**src/rtl/icache_readonly.sv**
```systemverilog
// Direct-mapped read-only instruction cache, 128-bit lines refilled from instruction memory.
// Latency: hit returns the word combinationally (0 cycles); a miss stalls for at least 2 cycles.
// Backpressure: proc_stall holds fetch during a refill; the refill waits on mem_ready indefinitely.
module icache_readonly #(
   parameter int NUM_BLOCKS = 8
) (
   input  logic          clk,
   input  logic          rst,
   input  logic          proc_read,
   input  logic [29:0]   proc_addr,
   output logic [31:0]   proc_rdata,
   output logic          proc_stall,
   output logic          mem_read,
   output logic [27:0]   mem_addr,
   input  logic [127:0]  mem_rdata,
   input  logic          mem_ready
);

   localparam int INDEX_W = $clog2(NUM_BLOCKS);
   localparam int TAG_W   = 28 - INDEX_W;

   typedef enum logic {IDLE, REFILL} state_t;

   state_t               state, next_state;
   logic [27:0]          mem_addr_r;
   logic [NUM_BLOCKS-1:0] valid;
   logic [TAG_W-1:0]     tag_arr  [NUM_BLOCKS];
   logic [127:0]         data_arr [NUM_BLOCKS];

   logic [1:0]           offset;
   logic [INDEX_W-1:0]   index;
   logic [TAG_W-1:0]     tag;
   logic                 hit;
   logic                 fill;
   logic [INDEX_W-1:0]   fill_idx;
   logic [TAG_W-1:0]     fill_tag;

   assign offset   = proc_addr[1:0];
   assign index    = proc_addr[INDEX_W+1:2];
   assign tag      = proc_addr[29:INDEX_W+2];
   assign hit      = proc_read & valid[index] & (tag_arr[index] == tag);
   assign fill_idx = mem_addr_r[INDEX_W-1:0];
   assign fill_tag = mem_addr_r[27:INDEX_W];

   // Word select from the indexed line; only meaningful when not stalled.
   assign proc_rdata = data_arr[index][{offset, 5'b0} +: 32];

   // Next-state and handshake outputs; a refill write is suppressed during reset.
   always_comb begin
      next_state = state;
      proc_stall = 1'b0;
      mem_read   = 1'b0;
      mem_addr   = '0;
      fill       = 1'b0;
      case (state)
         IDLE: begin
            proc_stall = proc_read & ~hit;
            if (proc_read && !hit) begin
               next_state = REFILL;
            end
         end
         REFILL: begin
            proc_stall = 1'b1;
            mem_read   = 1'b1;
            mem_addr   = mem_addr_r;
            if (mem_ready) begin
               fill       = ~rst;
               next_state = IDLE;
            end
         end
         default: next_state = IDLE;
      endcase
   end

   // Control state: FSM, latched block address and valid bits.
   always_ff @(posedge clk) begin
      if (rst) begin
         state      <= IDLE;
         mem_addr_r <= '0;
         valid      <= '0;
      end else begin
         state <= next_state;
         if (state == IDLE && proc_read && !hit) begin
            mem_addr_r <= proc_addr[29:2];
         end
         if (fill) begin
            valid[fill_idx] <= 1'b1;
         end
      end
   end

   // Tag and data arrays: written only on a refill, never reset.
   always_ff @(posedge clk) begin
      if (fill) begin
         tag_arr[fill_idx]  <= fill_tag;
         data_arr[fill_idx] <= mem_rdata;
      end
   end

endmodule

```
**config.mk**
```make
export PLATFORM = sky130hd
export DESIGN_NAME = icache_readonly
export DESIGN_NICKNAME = d
export VERILOG_FILES = /design/src/rtl/icache_readonly.sv
export SDC_FILE = /design/constraint.sdc
export NUM_CORES = 1
export LEC_CHECK = 0
export BUFFER_PORTS_ARGS = -buffer_cell sky130_fd_sc_hd__buf_4
export CAP_MARGIN = 10
export CORE_UTILIZATION = 63
export CTS_BUF_LIST = sky130_fd_sc_hd__clkbuf_8
export CTS_CLUSTER_SIZE = 16
export DETAILED_ROUTE_END_ITERATION = 10
export MAX_ROUTING_LAYER = met4
export PLACE_DENSITY_LB_ADDON = 0.15
export SKIP_CTS_REPAIR_TIMING = 1
export SLEW_MARGIN = 20
export SYNTH_ARGS = -nofsm -noshare
export SYNTH_HDL_FRONTEND = slang
export SYNTH_SLANG_ARGS = --single-unit
```
**constraint.sdc**
```tcl
create_clock -name clk -period 15.4 [get_ports clk]
set_clock_uncertainty 0.2 [all_clocks]
set_input_delay 0 -clock clk [delete_from_list [all_inputs] [get_ports clk]]
set_output_delay 0 -clock clk [all_outputs]
set_load 0.02 [all_outputs]
```
==> run_results.csv <==
group,metric,value,unit
outcome,outcome,"finished, violations left",
outcome,failed_checks,"hold timing",
cts,cts_buffers,191,
sta,rsz0062_at_grt,"false",
critical_path,rrSetupSlack,11.51,ns
sta,final_max_slew_viol_count,0,
yosys,ys_types,34,
placed_design,place_ws,9.681,ns
yosys,synth_common_cells,"1224 x edfxtp_1, 355 x mux4_2, 65 x mux2i_1, 61 x nand2b_1, 44 x clkbuf_1",
yosys,synth_top_area_cell,"edfxtp_1",
critical_path,crit_path_frequent_cell,"buf_4",
cts,cts.clk_slew.worst_paths,0.07,ns
power,peakVddDrop,86.93,uV
sta,slew_headroom,25.75,%
job,maxCapViolations,0,
yosys,async_flop_share,0,%
global_route,grt_pass1_wl,147.6,mm
yosys,synth_top_area_share,76.06,%
drt,antenna_left,0,
global_route,track_usage,27.45,%
critical_path,end_kind,"register",
drt,viasPerCell,6.025,
critical_path,crit_chain,"dlygate4sd3_1 -> buf_8 -> buf_4 -> buf_4 -> buf_12 -> mux2i_1 -> xor2_1 -> nand4_1 -> nor4_2 -> a41oi_4 -> buf_4 -> mux2i_1 -> dlygate4sd3_1",
yosys,ys.flop_type,"edfxtp_1",
yosys,synth.most_common_cell,"edfxtp_1",
placed_design,dpl.hpwl,54.88,mm
critical_path,cp.required,15.98,ns
final_layout,nets,2885,
cts,root_buffer,"clkbuf_8",
yosys,synth_edf_count,1224,
cts,clk_latency,0.85,ns
yosys,synth_nets,2172,
drt,detail_route.wl_per_cell,26.81,um
cts,htree_levels,4,
critical_path,cp_slowest_cell,"buf_4",
critical_path,slowest_delay,0.84,ns
global_route,grt_max_degree,125,
drt,num_vias,23560,
die,initial_core_util,63.63,%
critical_path,critPathKind,"input port to register",
die,fp.dieArea,77820,um2
drt,drt-total-wl,104.8,mm
final_layout,drive_gt1_share,30.96,%
sta,timing.final.crit_share,38.42,%
sta,worst_slew_pin_slew,1.114,ns
sta,worst_hold_slack,-0.02047,ns
sta,period_needed,5.916,ns
yosys,synthTopCellsByArea,"edfxtp_1 76%, mux4_2 17%, dfxtp_1 1.5%, mux2i_1 1.3%, mux2_2 0.91%",
die,die_y,279.0,um
yosys,yosysSeqAreaShare,77.59,%
drt,drt_iter0_drc,2160,
sta,layout_setup_ws,9.484,ns
die,die_w,279.0,um
critical_path,cp-start-kind,"input port",
die,ios,224,
yosys,ys_seq_elements,1261,
final_layout,area_growth,20.55,%
drt,post-route-drc-count,0,
global_route,antenna_found_initial,16,
global_route,grt_overflow_total,0,
sta,fmax,0.1690,GHz
critical_path,worstPathArrival,6.49,ns
yosys,netlist_instances,2010,
yosys,syn_avg_cell_area,24.04,um2
power,cellPowerDensity,115.1,nW/um2
die,core_area,75950,um2
power,p_leak,0.01942,uW
placed_design,place_congestion,0.7631,
critical_path,crit_fanout,100,
drt,drt-pass1-iter-count,7,
yosys,syn_area,48320,um2
cts,cts_tree,"built",
die,rows,101,
global_route,grt_pass1_vias,23470,
final_layout,fillers,4010,
sta,hold_violations,1,
worst_hold_path,hp-class,"input port to register",
sta,tns,0,ns
yosys,yosysWarnings,0,
cts,clock-sinks,1261,
sta,finalSetupViolations,0,
cts,clockBufferDepth,3,
placed_design,io_buffers,223,
-- critical path, delay by kind of cell --
kind            cells  cell delay, ns
xor+xnor            1            0.18
buf+inv             7            4.51
simple gates        2            0.65
compound gates      1            0.33
mux                 2            0.58
-- where the power goes --
part           switching (uW)  internal (uW)
logic                     211            233
registers                16.7           3780
clock network            1260           1200
-- layout by cell type (no fill, tap or decap), types with 37 or more instances in the layout --
cell              n
buf_4           254
clkbuf_8        191
clkinv_1         67
dfxtp_1          37
dlygate4sd3_1   364
edfxtp_1       1224
inv_1            49
mux2_2           39
mux2i_1          65
mux4_2          355
nand2b_1         61
-- final cells by class --
type                       count  area [um2]  area share [%]
sequential                  1261       37500           64.37
antenna                        9       22.52         0.03866
timing repair buffer         624        5652           9.702
clock buffer                 191        2629           4.513
multi-input combinational    645       10400           17.85
clock inverter               150       765.7           1.314
tap                         1030        1289           2.212
-- sequential cells by signal, summed over array words and instances (netlist names) --
signal	flops
data_arr	1024
valid	8
state	1
mem_addr_r	28
tag_arr	200
-- metal layers --
layer | track usage (%) | routed length, um | vias to the layer above
li1 | - | - | 10060
met1 | 33.90 | 39860 | 12420
met2 | 44.91 | 56020 | 900
met3 | 5.564 | 6366 | 177
met4 | 11.45 | 2575 | 0
met5 | - | 0 | -
-- kinds of logic (layout without fill, tap and decap cells) --
family	after synthesis	count (layout)	share of synthesized area [%]
AO/OA/AOI/OAI	20	20	0.3236
multiplexers	467	467	18.99
XOR/XNOR	25	25	0.4531
AND/OR/NAND/NOR	133	133	1.608
buffers and inverters	104	965	1.036
flip-flops	1261	1261	77.59
other	0	9	0
-- stage by stage --
| stage | instance area (um2) | util, % | power, uW | hold slack (ns) | instances |
|---|---|---|---|---|---|
| finish | 58250 | 76.70 | 6703 | -0.02047 | 3910 |
| global route | 58250 | 76.70 | 6921 | 0.02306 | 3910 |
| CTS | 54590 | 71.88 | 6663 | -0.8926 | 3537 |
| detailed placement | 51190 | 67.41 | 4235 | 0.03342 | 3196 |
| global placement | 51190 | 67.41 | 4225 | 0.02584 | 3196 |
| floorplan | 48320 | - | 4090 | -0.1011 | 2010 |
-- worst paths after layout --
check	startpoint	endpoint	cells past startpoint
hold reg to reg	valid[2]	valid[2]	2
setup / recovery	proc_addr[2]	mem_addr_r[19]	13
hold / removal	proc_addr[4]	mem_addr_r[2]	4
setup reg to reg	state	data_arr[1][83]	5
Note: power is estimated with default switching activity, not from simulation.
